[src/rtl/note_pkg.sv]
// Shared constants for the note pitch detector: note codes, nominal note
// frequencies (ascending), the FSM state type and a small distance helper.
package note_pkg;

  localparam int NOTE_NUM = 28;

  localparam logic [7:0] NOTE_L1 = 8'h01, NOTE_L2 = 8'h02, NOTE_L3 = 8'h03,
                         NOTE_L4 = 8'h04, NOTE_L5 = 8'h05, NOTE_L6 = 8'h06,
                         NOTE_L7 = 8'h07;
  localparam logic [7:0] NOTE_M1 = 8'h11, NOTE_M2 = 8'h12, NOTE_M3 = 8'h13,
                         NOTE_M4 = 8'h14, NOTE_M5 = 8'h15, NOTE_M6 = 8'h16,
                         NOTE_M7 = 8'h17;
  localparam logic [7:0] NOTE_H1 = 8'h21, NOTE_H2 = 8'h22, NOTE_H3 = 8'h23,
                         NOTE_H4 = 8'h24, NOTE_H5 = 8'h25, NOTE_H6 = 8'h26,
                         NOTE_H7 = 8'h27;
  localparam logic [7:0] NOTE_S1 = 8'h31, NOTE_S2 = 8'h32, NOTE_S3 = 8'h33,
                         NOTE_S4 = 8'h34, NOTE_S5 = 8'h35, NOTE_S6 = 8'h36,
                         NOTE_S7 = 8'h37;

  localparam logic [7:0] NOTE_CODES [NOTE_NUM] = '{
    NOTE_L1, NOTE_L2, NOTE_L3, NOTE_L4, NOTE_L5, NOTE_L6, NOTE_L7,
    NOTE_M1, NOTE_M2, NOTE_M3, NOTE_M4, NOTE_M5, NOTE_M6, NOTE_M7,
    NOTE_H1, NOTE_H2, NOTE_H3, NOTE_H4, NOTE_H5, NOTE_H6, NOTE_H7,
    NOTE_S1, NOTE_S2, NOTE_S3, NOTE_S4, NOTE_S5, NOTE_S6, NOTE_S7
  };

  // Nominal frequencies in Hz, same order as NOTE_CODES (C4..B7 naturals).
  localparam int NOTE_FREQS [NOTE_NUM] = '{
     262,  294,  330,  349,  392,  440,  494,
     523,  587,  659,  698,  784,  880,  988,
    1047, 1175, 1319, 1397, 1568, 1760, 1976,
    2093, 2349, 2637, 2794, 3136, 3520, 3951
  };

  typedef enum logic [1:0] {
    ST_IDLE    = 2'd0,
    ST_MEASURE = 2'd1,
    ST_SEARCH  = 2'd2,
    ST_RESULT  = 2'd3
  } fsm_state_t;

  function automatic logic [19:0] abs_diff(input logic [19:0] a,
                                           input logic [19:0] b);
    return (a > b) ? (a - b) : (b - a);
  endfunction

endpackage

[src/rtl/note_period_table.sv]
// Combinational note lookup: table index to note code and nominal period in
// system clocks (CLK_FRE / freq); indices past the table return zeros.
module note_period_table
  import note_pkg::*;
#(
  parameter int CLK_FRE = 50_000_000
) (
  input  logic [4:0]  index,
  output logic [7:0]  code,
  output logic [19:0] nominal
);

  logic [19:0] nom_rom [NOTE_NUM];

  for (genvar i = 0; i < NOTE_NUM; i++) begin : g_rom
    assign nom_rom[i] = 20'(CLK_FRE / NOTE_FREQS[i]);
  end

  always_comb begin
    code    = 8'h00;
    nominal = 20'd0;
    if (index < 5'(NOTE_NUM)) begin
      code    = NOTE_CODES[index];
      nominal = nom_rom[index];
    end
  end

endmodule

[src/rtl/note_pitch_detect.sv]
// Measures the period of tone_in in system clocks and classifies it to the
// nearest note code. Define NOTE_PITCH_AVG_EN to classify 4-period averages.
//
// state   | meaning
// IDLE    | silent, first rising edge only restarts the period counter
// MEASURE | counting, next edge (or pending capture) starts a search
// SEARCH  | walks the 28-entry table, one index per clock
// RESULT  | outputs just updated, note_valid high for this clock
module note_pitch_detect
  import note_pkg::*;
#(
  parameter int CLK_FRE    = 50_000_000,
  parameter int TOL_SHIFT  = 5,
  parameter int MAX_PERIOD = CLK_FRE / 200,
  parameter int MIN_PERIOD = CLK_FRE / 4500,
  parameter int STABLE_CNT = 3
) (
  input  logic        clk,
  input  logic        rst,
  input  logic        tone_in,
  output logic [19:0] period,
  output logic [7:0]  note_code,
  output logic        note_valid,
  output logic        note_locked,
  output logic        silent
);

  localparam int              SW         = $clog2(STABLE_CNT + 1);
  localparam logic [19:0]     MAX_P      = 20'(MAX_PERIOD);
  localparam logic [19:0]     MIN_P      = 20'(MIN_PERIOD);
  localparam logic [4:0]      LAST_IDX   = 5'(NOTE_NUM - 1);
  localparam logic [SW-1:0]   STABLE_MAX = SW'(STABLE_CNT);

  fsm_state_t state, state_next;

  logic          tone_s1, tone_s2, tone_s3, edge_det;
  logic [19:0]   cnt, cnt_plus1, cap_reg, cap_now;
  logic [19:0]   search_in, search_val;
  logic          pending, take, search_start, timeout, last_step;
  logic [4:0]    idx;
  logic [7:0]    tbl_code, best_code, fin_code, new_code;
  logic [19:0]   tbl_nom, best_nom, fin_nom;
  logic [19:0]   diff, best_diff, fin_diff;
  logic          better;
  logic [SW-1:0] stable_cnt;

  // Synchronizer flops carry no reset so a reset with tone_in high does not
  // fabricate a rising edge on release.
  always_ff @(posedge clk) begin
    tone_s1 <= tone_in;
    tone_s2 <= tone_s1;
    tone_s3 <= tone_s2;
  end

  always_ff @(posedge clk) begin
    if (rst) edge_det <= 1'b0;
    else     edge_det <= tone_s2 & ~tone_s3;
  end

  assign cnt_plus1 = cnt + 20'd1;

  // A fresh edge in MEASURE beats a pending capture: the latest period wins.
  always_comb begin
    take    = 1'b0;
    cap_now = cap_reg;
    if (state == ST_MEASURE) begin
      if (edge_det) begin
        take    = 1'b1;
        cap_now = cnt_plus1;
      end else if (pending) begin
        take = 1'b1;
      end
    end
  end

  assign timeout = (state == ST_MEASURE) && !take && (cnt >= MAX_P);

`ifdef NOTE_PITCH_AVG_EN
  logic [21:0] acc, acc_sum;
  logic [1:0]  acc_cnt;

  assign acc_sum      = acc + 22'(cap_now);
  assign search_start = take && (acc_cnt == 2'd3);
  assign search_in    = 20'(acc_sum >> 2);

  always_ff @(posedge clk) begin
    if (rst || timeout) begin
      acc     <= '0;
      acc_cnt <= '0;
    end else if (take) begin
      acc     <= (acc_cnt == 2'd3) ? 22'd0 : acc_sum;
      acc_cnt <= acc_cnt + 2'd1;
    end
  end
`else
  assign search_start = take;
  assign search_in    = cap_now;
`endif

  note_period_table #(
    .CLK_FRE (CLK_FRE)
  ) u_table (
    .index   (idx),
    .code    (tbl_code),
    .nominal (tbl_nom)
  );

  assign last_step = (state == ST_SEARCH) && (idx == LAST_IDX);
  assign diff      = abs_diff(search_val, tbl_nom);
  assign better    = diff < best_diff;
  assign fin_code  = better ? tbl_code : best_code;
  assign fin_nom   = better ? tbl_nom  : best_nom;
  assign fin_diff  = better ? diff     : best_diff;
  assign new_code  = ((search_val >= MIN_P) && (fin_diff <= (fin_nom >> TOL_SHIFT)))
                     ? fin_code : 8'h00;

  always_ff @(posedge clk) begin
    if (rst) state <= ST_IDLE;
    else     state <= state_next;
  end

  always_comb begin
    state_next = state;
    unique case (state)
      ST_IDLE:    if (edge_det) state_next = ST_MEASURE;
      ST_MEASURE: begin
        if (search_start) state_next = ST_SEARCH;
        else if (timeout) state_next = ST_IDLE;
      end
      ST_SEARCH:  if (last_step) state_next = ST_RESULT;
      ST_RESULT:  state_next = ST_MEASURE;
      default:    state_next = ST_IDLE;
    endcase
  end

  always_comb begin
    note_valid = (state == ST_RESULT);
  end

  assign note_locked = (stable_cnt == STABLE_MAX);

  // Outputs load on the last SEARCH clock so they appear together with
  // note_valid in RESULT.
  always_ff @(posedge clk) begin
    if (rst) begin
      cnt        <= '0;
      cap_reg    <= '0;
      pending    <= 1'b0;
      search_val <= '0;
      idx        <= '0;
      best_diff  <= '1;
      best_code  <= '0;
      best_nom   <= '0;
      period     <= '0;
      note_code  <= '0;
      stable_cnt <= '0;
      silent     <= 1'b1;
    end else begin
      if (edge_det)          cnt <= '0;
      else if (cnt < MAX_P)  cnt <= cnt_plus1;

      if (edge_det && (state == ST_SEARCH || state == ST_RESULT)) begin
        cap_reg <= cnt_plus1;
        pending <= 1'b1;
      end else if (take) begin
        pending <= 1'b0;
      end

      if (search_start) begin
        search_val <= search_in;
        idx        <= '0;
        best_diff  <= '1;
        best_code  <= '0;
        best_nom   <= '0;
      end else if (state == ST_SEARCH) begin
        idx <= idx + 5'd1;
        if (better) begin
          best_diff <= diff;
          best_code <= tbl_code;
          best_nom  <= tbl_nom;
        end
      end

      if (last_step) begin
        period    <= search_val;
        note_code <= new_code;
        silent    <= 1'b0;
        if (new_code == 8'h00)           stable_cnt <= '0;
        else if (new_code == note_code) begin
          if (stable_cnt != STABLE_MAX)  stable_cnt <= stable_cnt + 1'b1;
        end else                         stable_cnt <= SW'(1);
      end else if (timeout) begin
        note_code  <= '0;
        stable_cnt <= '0;
        silent     <= 1'b1;
      end
    end
  end

endmodule

[config.mk]
export PLATFORM = sky130hd
export DESIGN_NAME = note_pitch_detect
export DESIGN_NICKNAME = d
export VERILOG_FILES = /design/src/rtl/note_pkg.sv /design/src/rtl/note_period_table.sv /design/src/rtl/note_pitch_detect.sv
export SDC_FILE = /design/constraint.sdc
export NUM_CORES = 1
export LEC_CHECK = 0
export BUFFER_PORTS_ARGS = -buffer_cell sky130_fd_sc_hd__buf_4
export CORE_ASPECT_RATIO = 1.2
export CORE_UTILIZATION = 50
export CTS_CLUSTER_DIAMETER = 60
export CTS_CLUSTER_SIZE = 16
export DETAILED_ROUTE_END_ITERATION = 6
export GPL_TIMING_DRIVEN = 0
export PLACE_DENSITY = 0.66
export SLEW_MARGIN = 25
export SYNTH_ARGS = -nofsm -noshare
export SYNTH_HDL_FRONTEND = slang
export SYNTH_SLANG_ARGS = --single-unit
[constraint.sdc]
create_clock -name clk -period 10.6 [get_ports clk]
set_input_delay 1.06 -clock clk [delete_from_list [all_inputs] [get_ports clk]]
set_output_delay 1.06 -clock clk [all_outputs]
set_load 0.02 [all_outputs]
* Word-level counts from Yosys, hierarchy flattened
Memory sizes are Yosys's and may differ from the RTL's. Cells that the tools add are included.
Operators by class: $add $sub $neg 5, $mul 0, divide/modulo/power cells 0, magnitude comparators 8, equality and inequality tests 11, shift-type cells 0, muxes and demuxes 31, bitwise logic cells 3, reductions and logical operators 16
Operator list (number):
- $mux 20 | 8
- $mux 8 | 7
- $sub 20x20->20 | 2
- $add 20x1->20 const B | 1
- $ge 20x14->1 const B | 1
- $ge 20x18->1 const B | 1
- $gt 20x20->1 | 1
- $le 20x15->1 | 1
- $lt 20x18->1 const B | 1
- $lt 20x20->1 | 1
- $mux 2 | 8
- $eq 8x8->1 | 1
- $logic_not 8->1 | 1
- $pmux 2 s4 | 1
- $mux 1 | 7
- $eq 2x2->1 const B | 3
- $ge 6x6->1 const B | 1
- $ne 2x2->1 const B | 3
- $not 5->6 | 1
- $add 5x1->5 const B | 1
- $eq 5x5->1 const B | 1
- $logic_and 1x1->1 | 5
- $lt 5x5->1 const B | 1
- $ne 4x3->1 const B | 1
- other kinds (12) | 15
Storage, ports and cells: register bits after elaboration 151, latch bits 0, memory bits (writable) 0, memory bits (read-only) 896, input port bits 3, output and inout bits 31, logic and storage cells 94, memories 2
Memory list:
- (no name shown) | words 32, width 20, rd ports 1, clocked after Yosys merged registers in 0, write ports 0, line note_period_table.sv:24 | nominal = nom_rom[index];
- (no name shown) | words 32, width 8, rd ports 1, clocked after Yosys merged registers in 0, write ports 0, line note_period_table.sv:23 | code = NOTE_CODES[index];

* Depth between registers and ports, before layout
Gate-level depths: netlist of run 1.
word-level depth 16, depth in mapped cells 45, mapped depth without buffers 37

* Modules after synthesis
Synthesis of run 1 repeated with hierarchy kept, for this count alone.
Second synthesis, totals: cells, all modules 1351, area total of the unflattened synthesis 10561.4 µm²
By module, submodules not included:
- note_pitch_detect | instances 1, cells an instance 1183, area an instance 9312.7 µm², sequential area each 2922.8 µm²
- note_period_table | instances 1, cells an instance 168, area an instance 1248.7 µm², sequential area each 0.0 µm²

* Worst setup path after synthesis of run 1
OpenSTA, ideal clock, no wires.
path kind register to register, start point reg idx[2], end point reg stable_cnt[0], library setup time 0.120 ns, arrival time 8.062 ns, required time 10.480 ns, setup slack 2.418 ns, cell stages (with the launch flop) 39, path buffers 7, period minus slack after synthesis 8.182 ns, path through dfxtp_1 clkbuf_1 clkbuf_1 clkbuf_1 clkbuf_1 o21ai_0 o311ai_0 o21a_1 inv_1 ha_1 fa_1 nand3b_1 nand2_1 a221oi_2 a211oi_4 buf_6 mux2_2 a21oi_1 [... 3 more ...] and2_1 nand4_1 a21oi_1 a211oi_1 nand3_4 clkinv_1 buf_1 mux2_2 ha_1 nand2_1 or4_1 a31oi_1 nor3_1 o21ai_0 and4b_4 buf_6 and2_1 a211o_1
On the way: longest elaborated chain between the ends 16, elaborated cells between the ends (all ways) 31, classes of those cells add/sub: 2; order compare: 4; eq/ne: 3; mux: 14; bitwise: 1; reduce/logical: 5; memory: 2
Ends and longest elaborated chain:
- start: declaration | line note_pitch_detect.sv:40 | logic [4:0] idx;
- start signal: assignment | line note_pitch_detect.sv:176 | idx <= idx + 5'd1;
- $not 5->6 (implied by the code) | line note_period_table.sv:24
- $mem_v2 32x20
- $mux 20 (implied by the code) (2 in a row) | line note_period_table.sv:24
- $mux 20 (*) | line note_period_table.sv:22 | if (index < 5'(NOTE_NUM)) begin
- $sub 20x20->20 or $gt 20x20->1 (tied branches) | line note_pkg.sv:44 | return (a > b) ? (a - b) : (b - a);
- $mux 20 (*) | line note_pkg.sv:44
- $lt 20x20->1 | line note_pitch_detect.sv:110 | assign better = diff < best_diff;
- $mux 20 (*)
- named net fin_diff[8] | line note_pitch_detect.sv:43 | logic [19:0] diff, best_diff, fin_diff;
- $le 20x15->1 (*) | line note_pitch_detect.sv:114 | assign new_code = ((search_val >= MIN_P) && (fin_diff <= (fin_nom >> TOL_SHIFT)))
- $logic_and 1x1->1 (*) | line note_pitch_detect.sv:114
- $mux 8 (*) | line note_pitch_detect.sv:115 | ? fin_code : 8'h00;
- $eq 8x8->1 | line note_pitch_detect.sv:189 | else if (new_code == note_code) begin
- $mux 2 | line note_pitch_detect.sv:189
- $mux 2 | line note_pitch_detect.sv:188 | if (new_code == 8'h00) stable_cnt <= '0;
- $mux 2 | line note_pitch_detect.sv:184 | if (last_step) begin
- end signal: assignment | line note_pitch_detect.sv:190 | if (stable_cnt != STABLE_MAX) stable_cnt <= stable_cnt + 1'b1;
- end: declaration | line note_pitch_detect.sv:45 | logic [SW-1:0] stable_cnt;
Mark *: on every way through the listed nets, which the timed path passes. The rest lies on a longest branch. The select of a mux whose other input is x is not followed. A chain may end at the register's enable or synchronous reset.

* Final worst setup path of run 1
start point reg idx[1], end point reg stable_cnt[0]
On the way: longest elaborated chain between the ends 16, elaborated cells between the ends (all ways) 31, classes of those cells add/sub: 2; order compare: 4; eq/ne: 3; mux: 14; bitwise: 1; reduce/logical: 5; memory: 2
Ends and longest elaborated chain (line):
- $not 5->6 (implied by the code) | note_period_table.sv:23, note_period_table.sv:24
- $mem_v2 32x20
- $mux 20 (implied by the code) (2 in a row) | note_period_table.sv:24
- $mux 20 | note_period_table.sv:22
- $sub 20x20->20 or $gt 20x20->1 (tied branches) | note_pkg.sv:44
- $mux 20 | note_pkg.sv:44
- $lt 20x20->1 | note_pitch_detect.sv:110
- $mux 20
- $le 20x15->1 | note_pitch_detect.sv:114
- $logic_and 1x1->1 | note_pitch_detect.sv:114
- $mux 8 | note_pitch_detect.sv:115
- $eq 8x8->1 | note_pitch_detect.sv:189
- $mux 2 | note_pitch_detect.sv:189
- $mux 2 | note_pitch_detect.sv:188
- $mux 2 | note_pitch_detect.sv:184
Parallel ways exist; a longest one is shown, timed or not. The select of a mux whose other input is x is not followed.

==> flow_summary.ini, run 1 <==
[outcome]
run_status = finished, final reports clean

[clock_tree]
cts-root-buf = clkbuf_16
cts.sinks = 146
post_cts_hold_buffer_count = 0
cts_max_level = 4
cts_inserted_buffers = 17
clk_path_buf_depth = 2
clk_latency_worst_skew_pair_ns = 0.43
tritoncts = yes
cts.reportedPaths.clkPinSlew_ns = 0.07

[power_and_ir_drop]
power-per-cell-area_nw_per_um2 = 103
pwr-share-seq_pct = 47.3
switching_portion_of_total_power_pct = 25.9
p_switching_mw = 0.303
comb_power_share_pct = 3.1
ir_worst_vdd_uv = 110
leakage_nw = 4.41
clock_power_share_pct = 49.5
total_power_mw = 1.17
internal_power_mw = 0.868

[setup_path]
timing.critical_path.max_delay_family = compound AO/OA/AOI/OAI gates
timing_worst_setup_path_type = reg2reg
worst_path_largest_cell_delay_ns = 0.57
buffering_stage_count_on_the_worst_path_with_inverters_included = 9
endpoint_kind = flop
arrival_ns = 10.42
worst_ep_required_time_ns = 10.92
crit_fanout = 10
cell_repeated_most_along_the_worst_path = a21oi_1
crit_slowest_cell = ha_1
start_kind = flop

[sta]
maxSlewHeadroom_pct = 28.3
highest_achievable_clock_rate_mhz = 99.0
tns_ns = 0
period_needed_ns = 10.10
setup_slack_ns = 0.499
rsz_0062_raised_after_global_routing = no
tightest_slew_ns = 1.06
worst_clock_skew_ns = 0.0120
finalMaxSlewViolations = 0
final_hold_viol_count = 0
setup_viol = 0
period_share_pct = 95.3

[synthesis]
synthTopCellsByCount = nand2_1, nor2_1, dfxtp_1, a21oi_1, ha_1
synth_sequential_area_ratio_pct = 28.5
netlist-cell-type-count = 76
fraction_of_registers_with_async_set_or_reset_after_synthesis_pct = 0
synthesis_stage_register_bit_count = 146
synth.largest_area_cell = dfxtp_1
synthesis.instances = 1357
number_of_enable_flip_flop_cells_after_synthesis = 0
syn-num-nets = 1453
post-synth-top-count-cell = nand2_1
syn_area_um2 = 10300
synth_top_cells_by_area = dfxtp_1, ha_1, a21oi_1
yosysWarningCount = 0
synth_area_per_cell_um2 = 7.56
yosysTopAreaCellShare_pct = 28.5
synthFlopType = dfxtp_1

[placed_design]
globalplace.congestion = 0.913
buffer_ports.inserted = 32
dp_hpwl_mm = 25.6
post-place-ws_ns = -0.0277
place_inst = 1654

[routing]
number_of_remaining_drc_errors = 0
drt_iter0_markers = 556
drt_wl_total_mm = 32.6
detailroute.via_count = 9757
antenna_violating_nets_post_route = 0
post_drt_wl_per_cell_um = 19.3
drt_pre_antenna_iters = 7
detail_route.vias_per_cell = 5.79

[die]
floorplan.die.height_um = 159
dieWidth_um = 133
floorplan.io_pins = 34
initial_core_utilization_pct = 50.9
cell_rows = 57
die-area_um2 = 21100
design.core.area_um2 = 20200

[global_route]
grt_pass1_wl_mm = 51.0
number_of_global_route_vias_before_repair = 9303
grt_max_degree = 17
grt_use_total_pct = 31.2
overflow = 0
grt_antenna_before_repair = 0

[final_layout]
area_delta_synth_final_pct = 11.2
layout.cells.non_filler = 1685
final_layout_size_suffix_gt1_share_pct = 8.66
layout.filler_cells = 1952
insertedDiodeCount = 0
final_nets = 1503

[min_path]
hold_path_class = reg2reg

[run]
timing.max_cap.violations = 0
[worst reg2reg max path: cells and delay by family (launching register included)]
family / cells / cell delay, ns
compound gates: 14 / 3.07
xor+xnor: 1 / 0.30
fa+ha+maj: 4 / 1.50
buf+inv: 9 / 2.09
flops: 1 / 0.50
mux: 2 / 0.53
simple gates: 12 / 1.99
[per-layer routing]
metal	wire length [um]	GRT usage [%]
met2	15800	53.5
met1	13800	38.2
met5	0	0
met4	1510	15.2
met3	1420	4.01
[worst paths after layout]
path,end,startpoint,depth (start not counted),slack (ns)
min,tone_s2$_DFF_P_,tone_s1$_DFF_P_,0,0.33
max reg2reg,stable_cnt[0]$_SDFFE_PP0P_,idx[1]$_SDFFE_PP0N_,42,0.50
max,stable_cnt[0]$_SDFFE_PP0P_,idx[1]$_SDFFE_PP0N_,42,0.50
min reg2reg,tone_s2$_DFF_P_,tone_s1$_DFF_P_,0,0.33
[kinds of logic after synthesis]
| group | after synthesis | synth area share, % |
|---|---|---|
| mux | 47 | 4.71 |
| fa+ha+maj | 93 | 11.5 |
| buf+inv | 168 | 6.85 |
| compound gates | 367 | 22.4 |
| xor+xnor | 59 | 5.03 |
| simple gates | 477 | 21.0 |
| flops | 146 | 28.5 |
[final cells by class]
| type | instances | area, um2 | share of cell area, % |
|---|---|---|---|
| multi-input combinational | 1043 | 6650 | 58.3 |
| sequential | 146 | 2920 | 25.6 |
| clock buffer | 18 | 429 | 3.76 |
| buffer | 89 | 417 | 3.65 |
| tap | 265 | 332 | 2.91 |
| inverter | 78 | 293 | 2.57 |
| timing repair buffer | 32 | 240 | 2.11 |
| clock inverter | 14 | 124 | 1.09 |
[power by group through the flow]
stage	Sequential, mW	Combinational, mW	Clock, mW
after floorplan	0.566	0.0248	0
after detailed placement	0.567	0.0366	0
after global placement	0.567	0.0365	0
final	0.554	0.0368	0.580
after CTS	0.554	0.0368	0.585
after global routing	0.555	0.0409	0.607
[per-stage QoR]
stage / cell area (um2) / util, % / hold slack, ns
2_1_floorplan: 10300 / - / 0.310
3_3_place_gp: 10800 / 53.7 / 0.312
3_5_place_dp: 10800 / 53.7 / 0.320
4_1_cts: 11400 / 56.5 / 0.336
5_1_grt: 11400 / 56.5 / 0.346
6_report: 11400 / 56.5 / 0.330
[placed cells by master, fill, tap and decap left out, types with 14 or more instances in the layout]
| cell | n |
|---|---|
| nand3_1 | 20 |
| clkbuf_16 | 17 |
| and3_1 | 15 |
| inv_1 | 76 |
| a211oi_1 | 54 |
| dfxtp_1 | 146 |
| nand2_1 | 179 |
| nand2b_1 | 14 |
| xor2_1 | 21 |
| o211ai_1 | 19 |
| xnor2_1 | 37 |
| clkbuf_1 | 54 |
| nor2_1 | 164 |
| nor3_1 | 17 |
| buf_4 | 41 |
| o21ai_0 | 64 |
| nand4_1 | 17 |
| mux2i_1 | 37 |
| ha_1 | 91 |
| a21oi_1 | 139 |
[timing repair]
item / 4_1_cts / 5_1_grt
endpoints found under the setup margin: 10 / 10
gates cloned: 0 / 0
buffers inserted: 0 / 0
resized for setup: 2 / 17
Power figures use the tool's default switching activity.
==> inputs of run 2 (changes only) <==
--- a/config.mk
+++ b/config.mk
@@ -7,12 +7,12 @@
 export LEC_CHECK = 0
 export BUFFER_PORTS_ARGS = -buffer_cell sky130_fd_sc_hd__buf_4
 export CORE_ASPECT_RATIO = 1.2
-export CORE_UTILIZATION = 50
+export CORE_UTILIZATION = 60
 export CTS_CLUSTER_DIAMETER = 60
 export CTS_CLUSTER_SIZE = 16
 export DETAILED_ROUTE_END_ITERATION = 6
 export GPL_TIMING_DRIVEN = 0
-export PLACE_DENSITY = 0.66
+export PLACE_DENSITY = 0.77
 export SLEW_MARGIN = 25
 export SYNTH_ARGS = -nofsm -noshare
 export SYNTH_HDL_FRONTEND = slang
==> constraint.sdc (replaced) <==
create_clock -name clk -period 11.95 [get_ports clk]
set_input_delay 1.195 -clock clk [delete_from_list [all_inputs] [get_ports clk]]
set_output_delay 1.195 -clock clk [all_outputs]
set_load 0.02 [all_outputs]
==> run 2 against run 1 <==
Effect of this change: critical path depth fell by 2; cell count down 2.8%; non-clock buffer count up 1; total power is 10% lower; sequential power shrank 11%; sequential share of layout area up 0.13 points; worst setup slack better by 0.69 ns; global-route usage up 5.3 points; critical endpoint is now note_code[6]$_SDFFE_PP0P_; largest power group unchanged; highest routed layer is now met5.
==> flow_summary.ini, run 2 (synthesized netlist as in run 1, its figures left out) <==
[placed_design]
place_inst = 1605
dp_hpwl_mm = 24.6
buffer_ports.inserted = 32
placed_area_um2 = 10800
globalplace.congestion = 0.972
post-place-ws_ns = 1.51

[die]
die-area_um2 = 17600
design.core.area_um2 = 16800
dieWidth_um = 121
initial_core_utilization_pct = 61.2
cell_rows = 52
floorplan.io_pins = 34
floorplan.die.height_um = 145

[clock_tree]
cts_repair_resize_count = 0
post_cts_hold_buffer_count = 0
tritoncts = yes
cts_inserted_buffers = 17
clk_path_buf_depth = 2
cts_max_level = 4
postCtsSetupBuffers = 0
cts.sinks = 146
clk_latency_worst_skew_pair_ns = 0.43
cts.reportedPaths.clkPinSlew_ns = 0.07
cts-root-buf = clkbuf_16

[setup_path]
buffering_stage_count_on_the_worst_path_with_inverters_included = 8
crit_slowest_cell = o21ai_0
worst_ep_required_time_ns = 12.30
start_kind = flop
worst_path_largest_cell_delay_ns = 0.75
cell_repeated_most_along_the_worst_path = o21ai_0
arrival_ns = 11.11
r2r_start = idx[0]$_SDFFE_PP0N_
timing.critical_path.max_delay_family = compound AO/OA/AOI/OAI gates
critPathLaunch = idx[0]$_SDFFE_PP0N_
endpoint_kind = flop
timing_worst_setup_path_type = reg2reg
crit_fanout = 10

[sta]
period_needed_ns = 10.76
setup_viol = 0
finalMaxSlewViolations = 0
rsz_0062_raised_after_global_routing = no
tns_ns = 0
maxSlewHeadroom_pct = 36.9
tightest_slew_ns = 0.937
setup_slack_ns = 1.19
worst_clock_skew_ns = 0.0135
highest_achievable_clock_rate_mhz = 92.9
period_share_pct = 90.1
final_hold_viol_count = 0

[final_layout]
layout.cells.non_filler = 1637
top_library_cells_by_usage_in_the_layout_fill_and_taps_aside = nand2_1, nor2_1, dfxtp_1
most_common_cell_after_layout_fill_and_taps_aside = nand2_1
final_layout_size_suffix_gt1_share_pct = 7.95
area_delta_synth_final_pct = 10.6
seqCellArea_um2 = 2920
layout.cell_area.non_filler_um2 = 11400
layout.filler_cells = 1483
multi_input_comb_area_um2 = 6640
insertedDiodeCount = 0
final_nets = 1504

[routing]
drt_pre_antenna_iters = 7
drt_wl_total_mm = 31.4
number_of_remaining_drc_errors = 0
antenna_violating_nets_post_route = 0
post_drt_wl_per_cell_um = 19.2
detailroute.via_count = 10100
drt_iter0_markers = 821
detail_route.vias_per_cell = 6.15

[global_route]
gr-usage-met2_pct = 60.8
grt.met3_usage_pct = 5.35
grt_use_total_pct = 36.5
number_of_global_route_vias_before_repair = 9483
top_usage_layer = met2
overflow = 0
met1_usage_pct = 44.3
grt_antenna_before_repair = 1
grt_max_degree = 18
grt_pass1_wl_mm = 49.6

[power_and_ir_drop]
ir_worst_vdd_uv = 96.5
leakage_nw = 4.41
power-per-cell-area_nw_per_um2 = 92.8

[min_path]
hold_path_class = reg2reg
min-delay-start = tone_s1$_DFF_P_

[outcome]
run_status = finished, final reports clean

[run]
timing.max_cap.violations = 0
[run 2: cell type report]
type	count	area share, %
timing repair buffer	32	2.12
clock inverter	15	1.36
inverter	78	2.58
sequential	146	25.7
clock buffer	17	3.75
buffer	90	3.61
multi-input combinational	1043	58.5
tap	216	2.38
[run 2: where the power goes]
part           total [mW]  internal (mW)  leakage, nW  switching, mW
Clock               0.530          0.280        0.285          0.250
Combinational      0.0325        0.00874         2.94         0.0237
Sequential          0.492          0.489         1.18        0.00278
[run 2: through the flow]
step	hold slack (ns)	power, mW	utilization, %
after detailed placement	0.319	0.535	64.2
final	0.334	1.05	67.6
after global placement	0.312	0.534	64.2
after CTS	0.336	1.05	67.6
after global routing	0.346	1.08	67.6
after floorplan	0.310	0.524	-
[run 2: worst paths after layout]
path | end | slack [ns] | cells after the start
worst max-delay path | note_code[6]$_SDFFE_PP0P_ | 1.19 | 40
worst min-delay path | tone_s2$_DFF_P_ | 0.33 | 0
worst max register to register | note_code[6]$_SDFFE_PP0P_ | 1.19 | 40
worst min register to register | tone_s2$_DFF_P_ | 0.33 | 0
[run 2: worst register-to-register path: cells and delay by family (launching register included)]
family          cells  cell delay, ns
compound gates     17            3.85
buf+inv             8            2.53
simple gates        8            1.53
fa+ha+maj           4            1.34
mux                 2            0.63
flops               1            0.43
xor+xnor            1            0.39
[run 2: routing by layer]
layer,vias to the layer above,part of all wire (%)
met3,108,6.3
li1,4844,-
met1,4689,40
met4,2,5.5
met5,-,0.032
met2,417,48
==> inputs of run 3 (changes only) <==
--- a/config.mk
+++ b/config.mk
@@ -12,7 +12,7 @@
 export CTS_CLUSTER_SIZE = 16
 export DETAILED_ROUTE_END_ITERATION = 6
 export GPL_TIMING_DRIVEN = 0
-export PLACE_DENSITY = 0.77
+export PLACE_DENSITY = 0.82
 export SLEW_MARGIN = 25
 export SYNTH_ARGS = -nofsm -noshare
 export SYNTH_HDL_FRONTEND = slang
==> run 3 against run 2 <==
Effect of this change: sequential power about the same; register-to-register slack worse by 0.24 ns; combinational power about the same; first-iteration DRC count down 5.2%; die area unchanged; critical path depth unchanged; clock power up 7.4%; flip-flop and latch count unchanged; worst setup slack worse by 0.24 ns; non-clock buffer count unchanged; critical endpoint is now note_code[7]$_SDFFE_PP0P_; largest power group unchanged; highest routed layer is now met4.
==> flow_summary.ini, run 3 (synthesized netlist as in run 1, its figures left out) <==
[outcome]
run_status = finished, final reports clean

[final_layout]
final_nets = 1504
area_delta_synth_final_pct = 11.2
layout.filler_cells = 1471
insertedDiodeCount = 0
most_common_cell_after_layout_fill_and_taps_aside = nand2_1
top_library_cells_by_usage_in_the_layout_fill_and_taps_aside = nand2_1, nor2_1, dfxtp_1
layout.cells.non_filler = 1637
final_layout_size_suffix_gt1_share_pct = 7.95

[placed_design]
globalplace.congestion = 1.03
place_inst = 1605
dp_hpwl_mm = 24.5
buffer_ports.inserted = 32
post-place-ws_ns = 1.27

[power_and_ir_drop]
total_power_mw = 1.09
ir_worst_vdd_uv = 100
power-per-cell-area_nw_per_um2 = 95.8
leakage_nw = 4.43

[setup_path]
cell_repeated_most_along_the_worst_path = o21ai_0
r2r_slack_ns = 0.95
worst_path_largest_cell_delay_ns = 0.87
critPathLaunch = idx[1]$_SDFFE_PP0N_
timing_worst_setup_path_type = reg2reg
arrival_ns = 11.37
start_kind = flop
endpoint_kind = flop
worst_ep_required_time_ns = 12.32
crit_fanout = 10
r2r_start = idx[1]$_SDFFE_PP0N_
crit_slowest_cell = o21ai_0

[sta]
final_hold_viol_count = 0
highest_achievable_clock_rate_mhz = 90.9
finalMaxSlewViolations = 0
setup_viol = 0
period_share_pct = 92.0
worst_clock_skew_ns = 0.0130
maxSlewHeadroom_pct = 26.7
period_needed_ns = 11.00
setup_slack_ns = 0.951
rsz_0062_raised_after_global_routing = no
tightest_slew_ns = 1.09
tns_ns = 0

[die]
cell_rows = 52
initial_core_utilization_pct = 61.2
floorplan.die.height_um = 145
floorplan.io_pins = 34
die-area_um2 = 17600
dieWidth_um = 121
design.core.area_um2 = 16800

[clock_tree]
clk_path_buf_depth = 2
tritoncts = yes
clk_latency_worst_skew_pair_ns = 0.44
cts.sinks = 146
postCtsSetupBuffers = 0
cts.reportedPaths.clkPinSlew_ns = 0.08
cts_repair_resize_count = 0
cts-root-buf = clkbuf_16
cts_max_level = 4
cts_inserted_buffers = 17
post_cts_hold_buffer_count = 0

[routing]
drt_pre_antenna_iters = 6
detailroute.via_count = 10200
drt_wl_total_mm = 32.1
post_drt_wl_per_cell_um = 19.6
antenna_violating_nets_post_route = 0
number_of_remaining_drc_errors = 0
drt_iter0_markers = 778
detail_route.vias_per_cell = 6.21

[min_path]
hold_path_class = reg2reg
min-delay-start = tone_s1$_DFF_P_

[global_route]
grt_pass1_wl_mm = 50.4
overflow = 0
grt_max_degree = 19
number_of_global_route_vias_before_repair = 9735
grt_use_total_pct = 36.8
grt_antenna_before_repair = 0

[run]
timing.max_cap.violations = 0
==> run 3: cell count changes in the layout (fill, tap and decap cells not counted), sizes merged <==
cell      before  now
bufinv         0    1
clkinvlp       1    0
clkinv         5   10
inv           87   82
==> run 3: worst paths after layout <==
kind | end | depth (start not counted)
min reg2reg | tone_s2$_DFF_P_ | 0
max reg2reg | note_code[7]$_SDFFE_PP0P_ | 40
max | note_code[7]$_SDFFE_PP0P_ | 40
min | tone_s2$_DFF_P_ | 0
==> run 3: final cells by class <==
class / count / area [um2] / area share [%]
Clock buffer: 17 / 425 / 3.73
Tap cell: 216 / 270 / 2.37
Multi-Input combinational cell: 1043 / 6640 / 58.2
Buffer: 90 / 410 / 3.60
Sequential cell: 146 / 2920 / 25.6
Inverter: 78 / 293 / 2.57
Timing Repair Buffer: 32 / 240 / 2.11
Clock inverter: 15 / 210 / 1.84
==> run 3: power by group <==
part	switching, mW	internal, mW	leakage, nW
Clock	0.264	0.306	0.308
Sequential	0.00277	0.489	1.18
Combinational	0.0238	0.00880	2.94
==> run 3: critical path, delay by kind of cell, from the launching register on <==
family	cells	cell delay [ns]
buffers and inverters	9	2.82
and+or+nand+nor	9	1.71
muxes	2	0.58
AOI/OAI and AO/OA	15	3.78
DFF	1	0.50
adders and majority gates	4	1.31
xor gates and xnor gates	1	0.22
==> run 3: metal layers <==
| layer | GRT usage [%] | share of wire (%) | up-vias |
|---|---|---|---|
| met5 | 0 | 0 | - |
| met1 | 44.6 | 41 | 4754 |
| met4 | 21.2 | 5.9 | 0 |
| met2 | 60.0 | 46 | 449 |
| li1 | - | - | 4844 |
| met3 | 6.84 | 6.8 | 113 |
==> run 3: per-stage QoR <==
step	instance area [um2]	utilization, %	hold WS [ns]
6_report	11400	68.0	0.329
5_1_grt	11400	68.0	0.352
4_1_cts	11400	68.0	0.332
3_5_place_dp	10800	64.2	0.322
3_3_place_gp	10800	64.2	0.311
2_1_floorplan	10300	-	0.310
